File: src/rtl/iir_out_buffer.sv
`default_nettype none
// ============================================================================
//  Module      : iir_out_buffer
//  Description : Output stage for iir_filter. Captures the backpressure-free
//                dOut/vOut sample stream into a first-word-fall-through FIFO,
//                re-presents it as a valid/ready stream, flags dropped
//                samples (sticky overflow) and counts accepted samples.
//  Revision    : 1.0  initial release
// ============================================================================
module iir_out_buffer #(
  parameter int NB    = 12,
  parameter int DEPTH = 8,
  parameter int AW    = 3,
  parameter int CW    = 16
) (
  input  logic          clk,
  input  logic          rst,
  input  logic          vIn,
  input  logic [NB-1:0] dIn,
  output logic [NB-1:0] dOut,
  output logic          vOut,
  input  logic          ready,
  output logic [AW:0]   level,
  output logic          overflow,
  input  logic          clr_ovf,
  output logic [CW-1:0] smp_cnt
);

  localparam logic [AW:0] C_FULL_LVL = (AW+1)'(DEPTH);

  logic [NB-1:0] mem_q [DEPTH];
  logic [AW-1:0] wr_ptr_q, wr_ptr_d;
  logic [AW-1:0] rd_ptr_q, rd_ptr_d;
  logic [AW:0]   level_q,  level_d;
  logic          ovf_q,    ovf_d;
  logic [CW-1:0] cnt_q,    cnt_d;

  logic w_push;
  logic w_pop;
  logic w_drop;
  logic w_full;

  // Head valid and data come only from registered state, so there is no
  // combinational path from vIn/dIn/ready to the consumer-facing outputs.
  assign vOut     = (level_q != '0);
  assign dOut     = vOut ? mem_q[rd_ptr_q] : '0;
  assign level    = level_q;
  assign overflow = ovf_q;
  assign smp_cnt  = cnt_q;

  // Handshake decode and next-state computation for pointers, level, flags.
  always_comb begin
    w_full   = (level_q == C_FULL_LVL);
    w_pop    = vOut & ready;
    // A full FIFO still takes a sample when the head leaves in the same cycle.
    w_push   = vIn & (~w_full | w_pop);
    w_drop   = vIn & w_full & ~w_pop;

    wr_ptr_d = wr_ptr_q;
    rd_ptr_d = rd_ptr_q;
    level_d  = level_q;
    cnt_d    = cnt_q;
    ovf_d    = ovf_q;

    if (w_push) begin
      wr_ptr_d = wr_ptr_q + 1'b1;   // power-of-two depth: wraps naturally
      cnt_d    = cnt_q + 1'b1;
    end
    if (w_pop) begin
      rd_ptr_d = rd_ptr_q + 1'b1;
    end
    if (w_push && !w_pop) begin
      level_d = level_q + 1'b1;
    end else if (w_pop && !w_push) begin
      level_d = level_q - 1'b1;
    end

    // Clear first so that a drop in the same cycle wins.
    if (clr_ovf) begin
      ovf_d = 1'b0;
    end
    if (w_drop) begin
      ovf_d = 1'b1;
    end
  end

  // State registers with synchronous reset taking priority over all inputs.
  always_ff @(posedge clk) begin
    if (rst) begin
      wr_ptr_q <= '0;
      rd_ptr_q <= '0;
      level_q  <= '0;
      ovf_q    <= 1'b0;
      cnt_q    <= '0;
    end else begin
      wr_ptr_q <= wr_ptr_d;
      rd_ptr_q <= rd_ptr_d;
      level_q  <= level_d;
      ovf_q    <= ovf_d;
      cnt_q    <= cnt_d;
    end
  end

  // Sample storage; contents need no reset because level gates visibility.
  always_ff @(posedge clk) begin
    if (!rst && w_push) begin
      mem_q[wr_ptr_q] <= dIn;
    end
  end

endmodule
`default_nettype wire

File: config.mk
export PLATFORM = sky130hd
export DESIGN_NAME = iir_out_buffer
export DESIGN_NICKNAME = d
export VERILOG_FILES = /design/src/rtl/iir_out_buffer.sv
export SDC_FILE = /design/constraint.sdc
export NUM_CORES = 1
export LEC_CHECK = 0
export ABC_AREA = 1
export CAP_MARGIN = 40
export CORE_MARGIN = 2
export CORE_UTILIZATION = 51
export CTS_CLUSTER_DIAMETER = 40
export DETAILED_ROUTE_END_ITERATION = 8
export HOLD_SLACK_MARGIN = 0.15
export MAX_ROUTING_LAYER = met4
export PLACE_DENSITY = 0.74
export SYNTH_ARGS = -nofsm -noshare
export SYNTH_HDL_FRONTEND = slang
export SYNTH_SLANG_ARGS = --single-unit
File: constraint.sdc
create_clock -name clk -period 2.09 [get_ports clk]
set_clock_uncertainty 0.1 [all_clocks]
set_input_delay 0.3135 -clock clk [delete_from_list [all_inputs] [get_ports clk]]
set_output_delay 0.3135 -clock clk [all_outputs]
set_load 0.05 [all_outputs]
# Word-level counts from Yosys, hierarchy flattened
# Memory sizes are Yosys's and may differ from the RTL's. A register that Yosys moved wholly into a read port is not among the register bits.
# Index checks and enable logic that the tools add are counted.
# classes
muxes	9
bitwise_logic	7
n_shift	0
n_lt_le_gt_ge	0
n_div	0
n_addsub	5
reduce_logical	9
n_mul	0
eq_ne	1
# ops
cell	count
$add A16 B1 Y16 const B	1
$mux W12	1
$mux W4	2
$add A3 B1 Y3 const B	2
$mux W3	2
$add A4 B1 Y4 const B	1
$and A1 B1 Y1	4
$eq A4 B4 Y1 const B	1
$mux W1	4
$reduce_bool A2 Y1	2
$reduce_bool A4 Y1	1
$sub A4 B1 Y4 const B	1
$logic_and A1 B1 Y1	3
$logic_not A1 Y1	3
$not A1 Y1	2
$or A1 B1 Y1	1
# word_totals
ram_bits	96
mem_bits_ro	0
latch_bits	0
mem_count	1
wordCells	37
regBits	27
out_inout_bits	34
inputBits	17
# memory_table
name	words	width	read_ports	rd_ports_with_merged_regs	wr	line_no	rtl
mem_q	8	12	1	1	1	31	logic [NB-1:0] mem_q [DEPTH];

# Depth between registers and ports, before layout
# Gate-level depths: netlist of the first run.
# depth
ltp_word	8
ltp_mapped	15
mapped_depth_nobuf	14

# Worst setup path before layout of the first run
# No wires, ideal clock.
# synth_timing
kind	reg-to-reg
start	reg level_q[3], in the netlist level[3]
end	reg level_q[3], in the netlist level[3]
stages_incl_launch_ff	15
setup_time_ns	0.070
arrival_ns	2.426
path_slack_ns	-0.506
period_less_slack_ns	2.596
path_cell_list	dfxtp_1 -> buf_2 -> nand3_2 -> nand2_4 -> inv_2 -> buf_6 -> ha_1 -> inv_1 -> ha_1 -> or2_2 -> nand2_1 -> nand2_1 -> nand2_1 -> nand2_1 -> a21oi_1
# synth_between
elab_chain_len	7
word_cells_on_any_way	15
cone_classes	add/sub (2); eq/ne (1); mux (2); bitwise (4); reduce/logical (6)
# synth_lines
item	line_no	rtl
start, declared	34	logic [AW:0] level_q, level_d;
start signal, assigned	98	level_q <= level_d;
$reduce_bool A4 Y1 / $eq A4 B4 Y1 (equally long branches)	45, 53	
$and A1 B1 Y1 / $not A1 Y1 (equally long branches)	54, 56	
$or A1 B1 Y1	56	w_push = vIn & (~w_full | w_pop);
$and A1 B1 Y1	56	
$logic_not A1 Y1	74	end else if (w_pop && !w_push) begin
$logic_and A1 B1 Y1	74	
$reduce_bool A2 Y1 (no source line)	n/a	
# Parallel ways exist; a longest one is shown, timed or not. The select of a mux whose other input is x is not followed.
# A chain may end at the register's enable or synchronous reset.

==> results of run 1 <==
==> stage by stage <==
stage	area (um^2)	setup TNS [ns]	hold WS, ns	power, mW	setup slack (ns)
finish	7020	-1.75	0.344	9.70	-0.192
global route	7020	-3.07	0.362	10.2	-0.314
CTS	6930	-2.04	0.320	9.59	-0.197
detailed placement	6170	-10.28	0.365	6.13	-0.313
global placement	6170	-5.66	0.347	6.06	-0.233
floorplan	5390	-7.43	0.312	5.17	-0.152
==> report_power, final <==
part           leakage, nW  internal, mW  total [mW]  switching, mW
logic                 1.25          1.38        3.64           2.26
registers             1.12          2.85        3.01          0.160
clock network        0.293          1.98        3.06           1.08
total                 2.66          6.20        9.70           3.50
==> layer usage <==
metal	vias to the layer above	track usage
met5	-	-
met4	0	0.0695
met3	12	0.0656
li1	1932	-
met2	151	0.402
met1	1908	0.283
==> synth_stat cells (all sizes together) <==
cell / n
inv: 19
and2: 1
dfxtp: 30
nor2: 142
o21ai: 93
xnor2: 3
nand4: 1
or2: 1
a21oi: 16
nor3b: 1
edfxtp: 96
ha: 6
fa: 1
xor2: 4
buf: 19
nand2: 59
nor3: 4
clkbuf: 5
nand3: 13
==> flip-flops by register name, summed over array words and instances (netlist names), named ones only <==
signal	flops
wr_ptr_q	3
level	4
smp_cnt	16
rd_ptr_q	3
mem_q	96
overflow	1
==> critical path: cells and delay by family (launching register included) <==
kind,cells,cell delay [ns]
flip-flops,1,0.43
buffers and inverters,2,0.34
AND/OR/NAND/NOR,3,0.31
AO/OA/AOI/OAI,3,0.28
==> cell families after synthesis <==
family,after synthesis,share of synthesized area
and+or+nand+nor,222,0.172
DFF,126,0.653
AOI/OAI and AO/OA,109,0.102
buffers and inverters,43,0.0434
xor gates and xnor gates,7,0.0115
adders and majority gates,7,0.0178
==> area by class of cell <==
| class | instances | share of cell area |
|---|---|---|
| Clock buffer | 20 | 0.0620 |
| Inverter | 19 | 0.0109 |
| Clock inverter | 12 | 0.0260 |
| Multi-Input combinational cell | 345 | 0.250 |
| Sequential cell | 126 | 0.499 |
| Timing Repair Buffer | 88 | 0.128 |
| Tap cell | 136 | 0.0242 |
==> timing repair <==
| item | CTS | global route |
|---|---|---|
| pin swaps | 7 | 6 |
| resized for setup | 85 | 28 |
| cloned | 2 | 1 |
| endpoints found under the hold margin | 0 | 0 |
| endpoints found under the setup margin | 32 | 15 |
| setup buffers | 2 | 3 |
==> worst paths after layout <==
check                start       end  slack (ns)  depth (start not counted)
hold / removal     clr_ovf  overflow        0.34                          4
setup / recovery  register   dOut[0]       -0.19                          8
hold reg to reg   overflow  overflow        0.37                          2
setup reg to reg  level[1]  level[1]        0.09                         11
==> results.ini, run 1 <==
[logic_synthesis]
syn_avg_cell_area_um2=10.4
synth_nets=538
synth-seq-cells=126
yosysTopAreaCellShare=0.541
netlist-cell-type-count=31
yosysSeqAreaShare=0.653
synth_area_leader_cell=edfxtp_1
synthCells=514
syn_area_mm2=0.00533
ys_warn_count=0
synthTopCellsByArea=edfxtp_1 54%, dfxtp_1 11%, nor2_1 9.5%, o21ai_0 7.8%, nand2_1 3.9%

[cts]
clk_latency_ns=0.51
cts_sinks=126
cts_buffers=17
clk_pin_slew_ns=0.06
postCtsHoldBufs=0
h-tree-depth=4
root_buffer=clkbuf_8
cts_buffer_depth=2
cts_tree=done

[critical_path]
slowest_delay_ns=0.43
cp_slowest_cell=dfxtp_4
startpoint_type=register
cpMostUsedCell=o21ai_1
crit_type=reg -> out
crit_path_cell_trace=buf_6, nor2_2, nor2_1, o21ai_1, o21ai_1, o21ai_1, nor2_2, buf_6
arrival_ns=1.87
end_kind=primary output
crit_required_ns=1.68
cp_max_fo=8

[placed_design]
dp.final_hpwl_um=7490
port_buffers=50
dp_cells=707
place.gp.congestion=0.824

[floorplan]
die_w_um=106
die_h_um=106
rows=37
core_area_mm2=0.0102
die_area_mm2=0.0113
io_pins=51
start_util=0.521

[grt]
grtUsageTotal=0.239
grt_max_degree=26
grt_pass1_wl_um=19600
first_global_vias=3889
antenna_found_initial=0
overflow=0

[worst_hold_path]
holdCritPathClass=in -> reg

[layout]
layout_commonest_cell=nor2_1
fillCellCount=729
multi_input_area_mm2=0.00175
diodes=0
area_growth_pct=31.7
fin_util=0.687
layout_common_cells=118 x nor2_1, 96 x edfxtp_1, 54 x nand2_1
instances_no_fill=746
drive_gt1_frac=0.221
seq_area_mm2=0.00351
nNetsFinal=621

[drt]
drc_errors=0
first_iter_violations=249
wl_met1_um=4960
vias=4003
ant_nets=0
wl_met3_um=824
dr_wl_met2_um=6480
routed_wl_um=12400
firstDrtPassIters=5
wl_per_cell_um=16.6
highest_layer=met4
viasPerCell=5.37

[sta]
fmax_ghz=0.438
rsz0062_at_grt=yes
post-route-period-util=1.09
worst_slack_ns=-0.192
fin_crit_ns=2.28
setup_viol=12
worstMarginPinSlew_ns=0.517
timing.slew.headroom=0.655
hold_viol_final=0
slew_violations=0

[run]
cap_violations=0

[status]
violations=negative setup slack
outcome=complete, but fails checks

[pwr]
irDropWorstVdd_mv=0.949
p_leak_nw=2.66
p_per_area_mw_per_mm2=1380

(Power assumes the default switching activity.)
==> run 2, diff against run 1 <==
GPL_ROUTABILITY_DRIVEN = 0   (was default)
==> results of run 2 <==
Same layout as run 1: the final DEF is identical, and so are final timing and power.
==> patch, RTL diff (config.mk and constraints of run 1) <==
Make the reset (`rst`) asynchronous in one clocked block. Comments in the files are not updated.
--- a/src/rtl/iir_out_buffer.sv
+++ b/src/rtl/iir_out_buffer.sv
@@ -87,3 +87,3 @@
   // State registers with synchronous reset taking priority over all inputs.
-  always_ff @(posedge clk) begin
+  always_ff @(posedge clk or posedge rst) begin
     if (rst) begin
Formal check against the unedited RTL: differs if rst is asserted again (counterexample within 4 cycles, from zero or initial values and one cycle with rst high); with rst held inactive, the same outputs for 4 cycles.
==> patch against run 1 <==
  * Routed wire length fell by 4.0%
  * Combinational power rose by 53%
  * Area after synthesis fell by 1.1%
  * Utilization rose by 0.52 points
  * First-iteration DRC count did not move
  * Largest cell class unchanged
  * Final area rose by 0.30%
  * Sequential cell count fell by 3
  * Via count fell by 3.5%
  * Sequential power rose by 8.6%
  * The flow still finishes with violations (negative setup slack)
  * Setup slack got worse by 0.050 ns
  * Cell count fell by 2.0%
  * Power rose by 19%
==> patch: results (changes against run 1) <==
Detailed routing
  – Post-Route WL: 11.9 mm (-4.0%)
  – Avg Vias per Cell: 5.29 (-1.5%)
  – Pre-antenna DRT Iters: 7 (+2)

Yosys
  – Xor/xnor share of the synthesized area: 2.99% (+1.8 points)
  – Synth Area in Adders: 1.80% (+0.019 points)
  – Synth Area in Compound Gates: 6.19% (-4.0 points)
  – Synth async-reset ratio: 22.0% (+22 points)
  – Post-synth top flop: edfxtp_1
  – Sequential-to-total area share from yosys stat: 67.4% (+2.1 points)
  – Net Count, Synth: 512 (-4.8%)
  – Top post-synthesis cells by area: edfxtp_1 55%, dfrtp_1 13%, nand2_1 7.5%
  – Library cells used by synthesis: 27 (-13%)
  – Top cells by count, synth: 106 x nand2_1, 96 x edfxtp_1, 95 x nor2_1, 30 x o21ai_1, 27 x dfrtp_1

Cells and area
  – Fillers: 725 (-0.55%)
  – Nets: 606 (-2.4%)
  – Layout cells sized above 1: 23.7% (+1.6 points)

Setup path
  – Critical-path top delay cell: dfrtp_2
  – Crit Path Max Fanout: 7 (-1)
  – Critical path arrival: 1.92 ns (+0.05 ns)
  – Register-to-register setup slack: 0.16 ns (+0.07 ns)
  – CP peak stage delay: 0.37 ns (-0.06 ns)

GRT
  – Largest net degree at the start of global routing: 28 (+7.7%)
  – Vias in the first global route: 3914 (+0.64%)
  – First-pass GRT wire length: 19.1 mm (-3.0%)
  – Total grt overflow: 0 (unchanged)
  – All-layer global routing usage: 23.0% (-0.89 points)

Clock tree
  – CTS Buf Count: 17 (unchanged)

Placed design
  – Dpl hpwl: 7.49 mm (about the same)
  – Gpl congestion: 0.837 (+1.6%)
  – DP Area: 6180 um^2 (+0.24%)

Timing
  – Final WS setup: -0.243 ns (-0.0502 ns)
  – Max-slew headroom: 66.2% (+0.75 points)
  – Hold_ws: 0.165 ns (-0.179 ns)
  – # setup viols final: 12 (unchanged)

Status
  – Status: complete, but fails checks
  – Violated checks: negative setup slack

Min path
  – Hold Path Class: in -> async

Power and ir drop
  – Pleak: 2.81 nW (+5.9%)
  – Max VDD drop: 1.28 mV (+35%)
[patch: changes by cell type in the layout (fill, tap and decap cells not counted), sizes merged, moves of 4 or more]
cell,run 1,this run
nand2,59,107
o21ai,93,52
nor2,142,98
dfrtp,0,27
dfxtp,30,0
buf,50,56
a21oi,16,12
xnor2,3,7
xor2,4,11
nand3,13,19
[patch: critical path: cells and delay by family, from the launching register on]
kind            cells  cell delay, ns
compound gates      1            0.08
buf+inv             4            0.55
flops               1            0.37
simple gates        5            0.41
[patch: final cells by class]
type / instances / area (um^2) / share of cell area [%]
clock buffer: 21 / 469 / 6.66
clock inverter: 11 / 93.8 / 1.33
inverter: 20 / 93.8 / 1.33
multi-input combinational: 327 / 1690 / 24.0
sequential: 123 / 3560 / 50.6
tap: 136 / 170 / 2.42
timing repair buffer: 93 / 960 / 13.6
[patch: worst paths after layout]
check	endpoint	cells past startpoint	start
min in group clk	overflow	2	clr_ovf
setup / recovery	dOut[10]	10	rd_ptr_q[0]
setup reg to reg	level[3]	12	level[1]
max in group asynchronous	level[2]	3	rst
hold reg to reg	smp_cnt[15]	2	smp_cnt[15]
hold / removal	smp_cnt[1]	3	rst
[patch: what timing repair did]
action	CTS	global route
cloned	3	0
resized for setup	69	17
setup endpoints to repair	32	13
setup buffers	6	0
pin swaps	11	8
[patch: kinds of logic (layout without fill, tap and decap cells)]
kind of cell | Yosys count | in the layout
AOI/OAI and AO/OA | 65 | 65
xor gates and xnor gates | 18 | 18
adders and majority gates | 7 | 7
buffers and inverters | 38 | 145
DFF | 123 | 123
and+or+nand+nor | 237 | 237
[patch: where the power goes]
group | internal, mW | switching, mW | total [mW]
Sequential | 3.00 | 0.277 | 3.27
Combinational | 2.07 | 3.50 | 5.57
Clock | 1.69 | 0.976 | 2.66
Total | 6.76 | 4.75 | 11.5
[patch: layer usage]
layer,routed length (um),vias up,global-route usage (%)
met2,6260,158,39.4
met4,130,0,7.71
met1,4810,1851,27.3
met3,681,11,4.58
li1,-,1844,-
met5,0,-,-
[patch: through the flow]
| step | util (%) | power [mW] | std cells | setup TNS [ns] | setup WS, ns |
|---|---|---|---|---|---|
| detailed placement | 60.7 | 8.12 | 690 | -5.66 | -0.124 |
| finish | 69.2 | 11.5 | 731 | -2.36 | -0.243 |
| CTS | 68.6 | 11.4 | 731 | -2.46 | -0.237 |
| global route | 69.2 | 12.1 | 731 | -3.48 | -0.369 |
| floorplan | - | 6.63 | 488 | -0.510 | -0.0106 |
| global placement | 60.7 | 8.03 | 690 | -1.85 | -0.0819 |
